$ cat src/rtl/regfile_pkg.sv
// Shared constants and types for the multi-port register file.
// Default geometry lives here; instances override width/depth through parameters.
package regfile_pkg;

    localparam int DEF_DATA_W = 32;
    localparam int DEF_DEPTH  = 32;
    localparam int DEF_ADDR_W = $clog2(DEF_DEPTH);

    typedef logic [DEF_DATA_W-1:0] word_t;
    typedef logic [DEF_ADDR_W-1:0] raddr_t;

    // Write port roles: ALU result and load return.
    localparam int WR_ALU  = 0;
    localparam int WR_LOAD = 1;

endpackage

$ cat src/rtl/regfile_scoreboard.sv
// Per-register busy bits: set on issue, cleared on writeback.
// Lookups see this cycle's clears so a consumer can wake up on the same edge.
module regfile_scoreboard
    import regfile_pkg::*;
#(
    parameter int DEPTH    = DEF_DEPTH,
    parameter int NUM_READ = 2,
    parameter int ZERO_REG = 1,
    localparam int ADDR_W  = $clog2(DEPTH)
) (
    input  logic                       clk,
    input  logic                       reset,
    input  logic [NUM_READ*ADDR_W-1:0] lookup_addr_i,
    output logic [NUM_READ-1:0]        lookup_busy_o,
    input  logic [1:0]                 clr_en_i,
    input  logic [2*ADDR_W-1:0]        clr_addr_i,
    input  logic                       mark_en_i,
    input  logic [ADDR_W-1:0]          mark_addr_i
);

    logic [DEPTH-1:0] busy_q;
    logic [DEPTH-1:0] busy_d;

    // Mark is applied after the clears so a newer producer keeps the register busy.
    always_comb begin
        busy_d = busy_q;
        for (int k = 0; k < 2; k++) begin
            if (clr_en_i[k]) begin
                busy_d[clr_addr_i[k*ADDR_W +: ADDR_W]] = 1'b0;
            end
        end
        if (mark_en_i) begin
            busy_d[mark_addr_i] = 1'b1;
        end
        if (ZERO_REG != 0) begin
            busy_d[0] = 1'b0;
        end
    end

    always_ff @(posedge clk) begin
        if (reset) begin
            busy_q <= '0;
        end else begin
            busy_q <= busy_d;
        end
    end

    for (genvar i = 0; i < NUM_READ; i++) begin : g_lookup
        logic [ADDR_W-1:0] addr;
        logic              clr_hit;

        assign addr = lookup_addr_i[i*ADDR_W +: ADDR_W];

        always_comb begin
            clr_hit = 1'b0;
            for (int k = 0; k < 2; k++) begin
                if (clr_en_i[k] && clr_addr_i[k*ADDR_W +: ADDR_W] == addr) begin
                    clr_hit = 1'b1;
                end
            end
            // Writes are discarded during reset, so they cannot wake anything up.
            lookup_busy_o[i] = busy_q[addr] & ~(clr_hit & ~reset);
            if (ZERO_REG != 0 && addr == '0) begin
                lookup_busy_o[i] = 1'b0;
            end
        end
    end

endmodule

$ cat src/rtl/regfile_mp.sv
// Register file with NUM_READ combinational read ports, ALU and load write ports,
// optional write->read bypass, optional hardwired-zero R0 and a busy scoreboard.
module regfile_mp
    import regfile_pkg::*;
#(
    parameter int DATA_W   = DEF_DATA_W,
    parameter int DEPTH    = DEF_DEPTH,
    parameter int NUM_READ = 2,
    parameter int BYPASS   = 1,
    parameter int ZERO_REG = 1,
    localparam int ADDR_W  = $clog2(DEPTH)
) (
    input  logic                       clk,
    input  logic                       reset,
    input  logic [NUM_READ*ADDR_W-1:0] readAddr,
    output logic [NUM_READ*DATA_W-1:0] readData,
    output logic [NUM_READ-1:0]        readBusy,
    input  logic [1:0]                 wrEn,
    input  logic [2*ADDR_W-1:0]        wrAddr,
    input  logic [2*DATA_W-1:0]        wrData,
    input  logic [1:0]                 wrClear,
    input  logic                       markEn,
    input  logic [ADDR_W-1:0]          markAddr
);

    typedef logic [DATA_W-1:0] data_t;

    data_t             mem_q [DEPTH];
    logic [DEPTH-1:0]  we_alu;
    logic [DEPTH-1:0]  we_load;
    logic [ADDR_W-1:0] wr_addr_alu;
    logic [ADDR_W-1:0] wr_addr_load;
    data_t             wr_data_alu;
    data_t             wr_data_load;

    assign wr_addr_alu  = wrAddr[WR_ALU*ADDR_W +: ADDR_W];
    assign wr_addr_load = wrAddr[WR_LOAD*ADDR_W +: ADDR_W];
    assign wr_data_alu  = wrData[WR_ALU*DATA_W +: DATA_W];
    assign wr_data_load = wrData[WR_LOAD*DATA_W +: DATA_W];

    always_comb begin
        we_alu                = '0;
        we_load               = '0;
        we_alu[wr_addr_alu]   = wrEn[WR_ALU];
        we_load[wr_addr_load] = wrEn[WR_LOAD];
        if (ZERO_REG != 0) begin
            we_alu[0]  = 1'b0;
            we_load[0] = 1'b0;
        end
    end

    // Load port takes priority when both ports hit the same register.
    always_ff @(posedge clk) begin
        if (reset) begin
            for (int e = 0; e < DEPTH; e++) begin
                mem_q[e] <= '0;
            end
        end else begin
            for (int e = 0; e < DEPTH; e++) begin
                if (we_load[e]) begin
                    mem_q[e] <= wr_data_load;
                end else if (we_alu[e]) begin
                    mem_q[e] <= wr_data_alu;
                end
            end
        end
    end

    for (genvar i = 0; i < NUM_READ; i++) begin : g_read
        logic [ADDR_W-1:0] addr;
        data_t             rd;

        assign addr = readAddr[i*ADDR_W +: ADDR_W];

        always_comb begin
            rd = mem_q[addr];
            if (BYPASS != 0 && !reset) begin
                if (wrEn[WR_ALU] && wr_addr_alu == addr) begin
                    rd = wr_data_alu;
                end
                if (wrEn[WR_LOAD] && wr_addr_load == addr) begin
                    rd = wr_data_load;
                end
            end
            if (ZERO_REG != 0 && addr == '0) begin
                rd = '0;
            end
        end

        assign readData[i*DATA_W +: DATA_W] = rd;
    end

    regfile_scoreboard #(
        .DEPTH    (DEPTH),
        .NUM_READ (NUM_READ),
        .ZERO_REG (ZERO_REG)
    ) u_scoreboard (
        .clk           (clk),
        .reset         (reset),
        .lookup_addr_i (readAddr),
        .lookup_busy_o (readBusy),
        .clr_en_i      (wrEn & wrClear),
        .clr_addr_i    (wrAddr),
        .mark_en_i     (markEn),
        .mark_addr_i   (markAddr)
    );

endmodule
$ cat config.mk
export PLATFORM = sky130hd
export DESIGN_NAME = regfile_mp
export DESIGN_NICKNAME = d
export VERILOG_FILES = /design/src/rtl/regfile_pkg.sv /design/src/rtl/regfile_scoreboard.sv /design/src/rtl/regfile_mp.sv
export SDC_FILE = /design/constraint.sdc
export NUM_CORES = 2
export LEC_CHECK = 0
export ABC_AREA = 0
export CORE_MARGIN = 2
export CORE_UTILIZATION = 57
export DETAILED_ROUTE_END_ITERATION = 8
export PLACE_DENSITY = 0.81
export SKIP_LAST_GASP = 1
export SLEW_MARGIN = 0
export SYNTH_ARGS = -nofsm -noshare
export SYNTH_HDL_FRONTEND = slang
export SYNTH_SLANG_ARGS = --single-unit
$ cat constraint.sdc
create_clock -name clk -period 4.1 [get_ports clk]
set_input_delay 0.82 -clock clk [delete_from_list [all_inputs] [get_ports clk]]
set_output_delay 0.82 -clock clk [all_outputs]
set_load 0.02 [all_outputs]
# [Word-level counts from Yosys, hierarchy flattened]
# Memories as Yosys holds them, arrays and structs flattened.
# Index checks and enable logic that the tools add are counted.
[word_totals] mem_count=1 word_cells=413 ram_bits=1024 reg_bits=32
[memory_table] name="mem_q" words=32 word_bits=32 rd=2 rd_clocked_by_memory_dff=0 wr=32 line_no="regfile_mp.sv:28" text="data_t mem_q [DEPTH];"
[classes] magnitude_cmp=8 n_eq_ne=4 reduce_logical=13 mux=308 bitwise=77
[ops] operator="32-bit 2-to-1 mux" n=73
[ops] operator="1-bit 2-to-1 mux" n=230
[ops] operator="32-bit bitwise AND" n=4
[ops] operator="32-bit inverter" n=2
[ops] operator="1-bit bitwise OR" n=62
[ops] operator="32-bit bitwise OR" n=1
[ops] operator="5-bit by 6-bit < comparator with 1-bit output (second input constant)" n=5
[ops] operator="5-bit == test" n=4
[ops] operator="1-bit demux with 5-bit select" n=3
[ops] operator="5-bit by 1-bit >= comparator with 1-bit output (second input constant)" n=3
[ops] operator="1-bit logical AND" n=11
[ops] operator="1-bit binary-select mux with 5-bit select" n=2
[ops] operator="5-bit logical NOT" n=2
[ops] operator="1-bit bitwise AND" n=4
[ops] operator="1-bit inverter" n=3
[ops] operator="2-bit bitwise AND" n=1

# [Logic depth before layout (Yosys ltp)]
[logic_depth] word_depth=11 depth_mapped=10 mapped_depth_nobuf=5

# [By module]
# A second synthesis with hierarchy kept.
[unflattened] hier_cells=5684 hier_area_um2=63584.7
[by_module_without_submodules] module="regfile_mp" area_each_um2=61161.2 cells_each=5417 n_inst=1
[by_module_without_submodules] module="regfile_scoreboard" area_each_um2=2423.6 cells_each=267 n_inst=1

# [Least setup slack after synthesis]
# OpenSTA, ideal clock, no wires.
[synth_timing] kind="input to register" startpoint="input port wrAddr[5]" endpoint="memory mem_q[28][0] in the netlist's numbering (enable)" required_ps=3634 cell_stages=4 arrival_time_ps=3799 slack_ps=-164 setup_time_ps=466 path_cell_list="or3b_1 clkbuf_1 buf_2 o21ai_0"
[synth_rtl] item="start: declaration" line_no="regfile_mp.sv:19" text="input logic [2*ADDR_W-1:0] wrAddr,"
[synth_rtl] item="end: declaration" line_no="regfile_mp.sv:28"

# [Worst setup path after layout]
[layout_timing] startpoint="input port readAddr[1]" endpoint="output port readData[17]"
[layout_via] elab_chain_cells=6 word_cells_on_any_way=10 cone_classes="2 x eq/ne; 4 x mux; 3 x reduce/logical; 1 x memory"
[layout_lines] item="start: declaration" line_no="regfile_mp.sv:15" text="input logic [NUM_READ*ADDR_W-1:0] readAddr,"
[layout_lines] item="parallel branches: the longest is 5 deep, another holds memory read 32 x 32 bit"
[layout_lines] item="32-bit 2-to-1 mux *" line_no="regfile_mp.sv:85" text="if (ZERO_REG != 0 && addr == '0) begin"
[layout_lines] item="end: declaration" line_no="regfile_mp.sv:16" text="output logic [NUM_READ*DATA_W-1:0] readData,"
# Mark *: on every way between the ends.

==> results.yml <==
outcome:
  outcome: "finished with violations"
  violations: "negative setup slack"
floorplanning:
  fp.dieW_um: 336.2
  core_area_um2: 109200
  fp.dieArea_um2: 113100
  top_level_ports: 162
  row_count: 121
  initial_core_util: 0.5764
  die_h_um: 336.2
route:
  dr.pass1.iters: 8
  drtIter0Drc: 10910
  vias: 55910
  avgViaCountPerCell: 8.053
  ant_nets: 0
  wirelength_mm: 258.8
  routedWlPerCell_um: 37.28
  drc: 0
timing:
  skew_ns: 0
  period_minus_slack_ns: 4.197
  drv_slew: 0
  rsz0062_at_grt: "yes"
  hold_viol: 0
  setup_violations: 16
  relSlewSlack: 0.1717
  fmax_mhz: 238.3
  worst_slew_pin_slew_ns: 1.238
  fin_crit_sh: 1.024
  tns_ns: -0.7124
  setup_ws_ns: -0.09654
global_route:
  grt_max_degree: 126
  antenna_found_initial: 8
  grt_overflow: 0
  grt_pass1_wl_mm: 366.2
  grtUsageTotal: 0.4465
  grt_pass1_vias: 55020
placement:
  portBuffers: 161
  post-dp-hpwl_mm: 161.2
  gp_congestion: 1.016
  dp.cells: 6731
clocking:
  holdBufCountCts: 0
  clockRootBuffer: "clkbuf_16"
  cts_buffers: 109
  clk-insertion-delay-late_ns: 0.73
  clk_pin_slew_worst_paths_ns: 0.05
  cts_tree: "built"
  clk_path_buf_depth: 3
  clock-sinks: 1023
  htreeDepth: 3
logic_synthesis:
  synth_area_um2: 62920
  netlist-cell-type-count: 66
  synth_area_leaders: "edfxtp_1 (47%), a22o_1 (13%), mux4_2 (7.4%)"
  ys_seq_area_frac: 0.4833
  syn-num-nets: 5195
  synth_ff_type: "edfxtp_1"
  yosys_warnings: 0
  ys_seq_elements: 1023
  synth_top_area_share: 0.4734
  synth.avg_cell_area_um2: 12.34
  synthCells: 5099
  netlist.top_cell.by_area: "edfxtp_1"
  synth-edff-count: 992
  async_flop_share: 0
power_and_ir_drop:
  ir_worst_vdd_uv: 362.8
  leakagePower_nw: 27.25
  power_density_nw_per_um2: 378.0
critical_path:
  arrival_ns: 3.38
  cp_max_fo: 20
  critical_path_class: "in2out"
  crit_family: "buffers and inverters"
  critPathBufInv: 6
  crit_path_max_incr_delay_ns: 0.42
  crit_path_start_kind: "input pin"
  cpMostUsedCell: "buf_4"
  cp.required_ns: 3.28
  worstPathCellList: "buf_12 > buf_4 > buf_4 > nor2b_4 > buf_8 > a221oi_1 > o21ai_0 > a21oi_2 > buf_4 > o32ai_1 > clkdlybuf4s15_1"
  worstSetupEndpointType: "output pin"
  slowest_stage: "o32ai_1"
final_layout:
  stdcell_count: 6943
  areaGrowthSynthToFinish_pct: 18.78
  fin_nets: 5475
  drive_gt1_frac: 0.2950
  fillers: 7215
flow_run:
  drv_cap: 0
worst_hold_path:
  hp-class: "reg2reg"
-- sequential cells by signal, summed over array words and instances (netlist names) --
| register | flops |
|---|---|
| mem_q | 992 |
| u_scoreboard.busy_q | 31 |
-- layout by cell type (no fill, tap or decap), drive strengths merged, types with 14 or more instances in the layout --
cell type	count
nor3	150
clkbuf	150
nor4	42
a221oi	98
a22oi	67
nand2	294
nor2	108
o32ai	63
inv	36
a22o	928
o221a	30
buf	771
mux4	208
edfxtp	992
o221ai	41
clkdlybuf4s50	84
a21boi	61
nand2b	39
mux2	258
o21ai	113
a2111oi	29
a21oi	117
clkinv	46
o22a	33
dfxtp	31
or3	23
nand3	14
dlygate4sd2	32
o22ai	97
mux2i	385
-- synth_stat cells (all sizes together) (39+ instances only) --
cell type	number
clkbuf	390
o21ai	113
buf	348
nor3	150
mux4	208
mux2i	385
nor2	108
mux2	258
a22o	928
a221oi	98
a21boi	61
a22oi	67
a21oi	117
nand2b	39
edfxtp	992
o22ai	97
o221ai	41
nor4	42
nand2	294
o32ai	63
-- power breakdown --
part | switching [mW] | leakage [nW] | internal [mW] | total [mW]
Combinational | 3.31 | 15.8 | 2.28 | 5.59
Clock | 4.31 | 1.70 | 5.66 | 9.97
Sequential | 0.392 | 9.79 | 12.3 | 12.7
Total | 8.02 | 27.2 | 20.2 | 28.2
-- per-layer routing --
layer	global-route usage	vias up	routed length [µm]
li1	-	21280	-
met2	0.6246	6638	105100
met3	0.2027	1718	50370
met5	0.005532	-	161
met1	0.5434	26260	78880
met4	0.3241	14	24340
-- path summary, 6_finish.rpt --
path	from	to	slack, ns	cells past startpoint
worst max-delay path	readAddr[1]	readData[17]	-0.1	11
worst min-delay path	u_scoreboard.busy_q[31]$_SDFF_PP0_	u_scoreboard.busy_q[31]$_SDFF_PP0_	0.51	2
worst max register to register	u_scoreboard.busy_q[19]$_SDFF_PP0_	u_scoreboard.busy_q[19]$_SDFF_PP0_	3.28	4
worst min register to register	u_scoreboard.busy_q[31]$_SDFF_PP0_	u_scoreboard.busy_q[31]$_SDFF_PP0_	0.51	2
-- cells by family after synthesis --
logic type | share of synthesized area
xor+xnor | 0.002784
mux | 0.1819
simple gates | 0.05797
flops | 0.4833
buf+inv | 0.05713
compound gates | 0.2170
-- area by class of cell --
type                    count  area, µm²  area share
clock inverters            59      548.0    0.007333
diodes                      2      5.005  0.00006697
flip-flops and latches   1023      30410      0.4069
inverters                  36      136.4    0.001825
multi-input cells        3302      30200      0.4041
well taps                1476       1847     0.02471
clock buffers             138       2943     0.03938
repair buffers            907       8648      0.1157
-- worst register-to-register path: cells and delay by family (launching register included) --
kind | cells | cell delay [ns]
AO/OA/AOI/OAI | 3 | 0.30
AND/OR/NAND/NOR | 1 | 0.10
flip-flops | 1 | 0.35
-- through the flow --
step	setup slack [ns]	total power [mW]	util	area (µm²)	hold slack, ns
finish	-0.09654	28.25	0.6847	74730	0.5062
global route	-0.09612	28.64	0.6846	74730	0.5181
floorplan	-0.1641	15.61	-	62920	0.4596
global placement	-0.4825	17.82	0.6451	70420	0.4792
detailed placement	-0.5241	18.01	0.6451	70420	0.4914
CTS	0.003008	27.73	0.6813	74370	0.4977
-- what timing repair did --
action | 4_1_cts | 5_1_grt
resized for setup | 129 | 90
endpoints found under the hold margin | 0 | 0
pin swaps | 9 | 13
setup buffers | 4 | 7
gates cloned | 1 | 1
setup endpoints to repair | 62 | 51
Note: power is estimated with default switching activity, not from simulation.
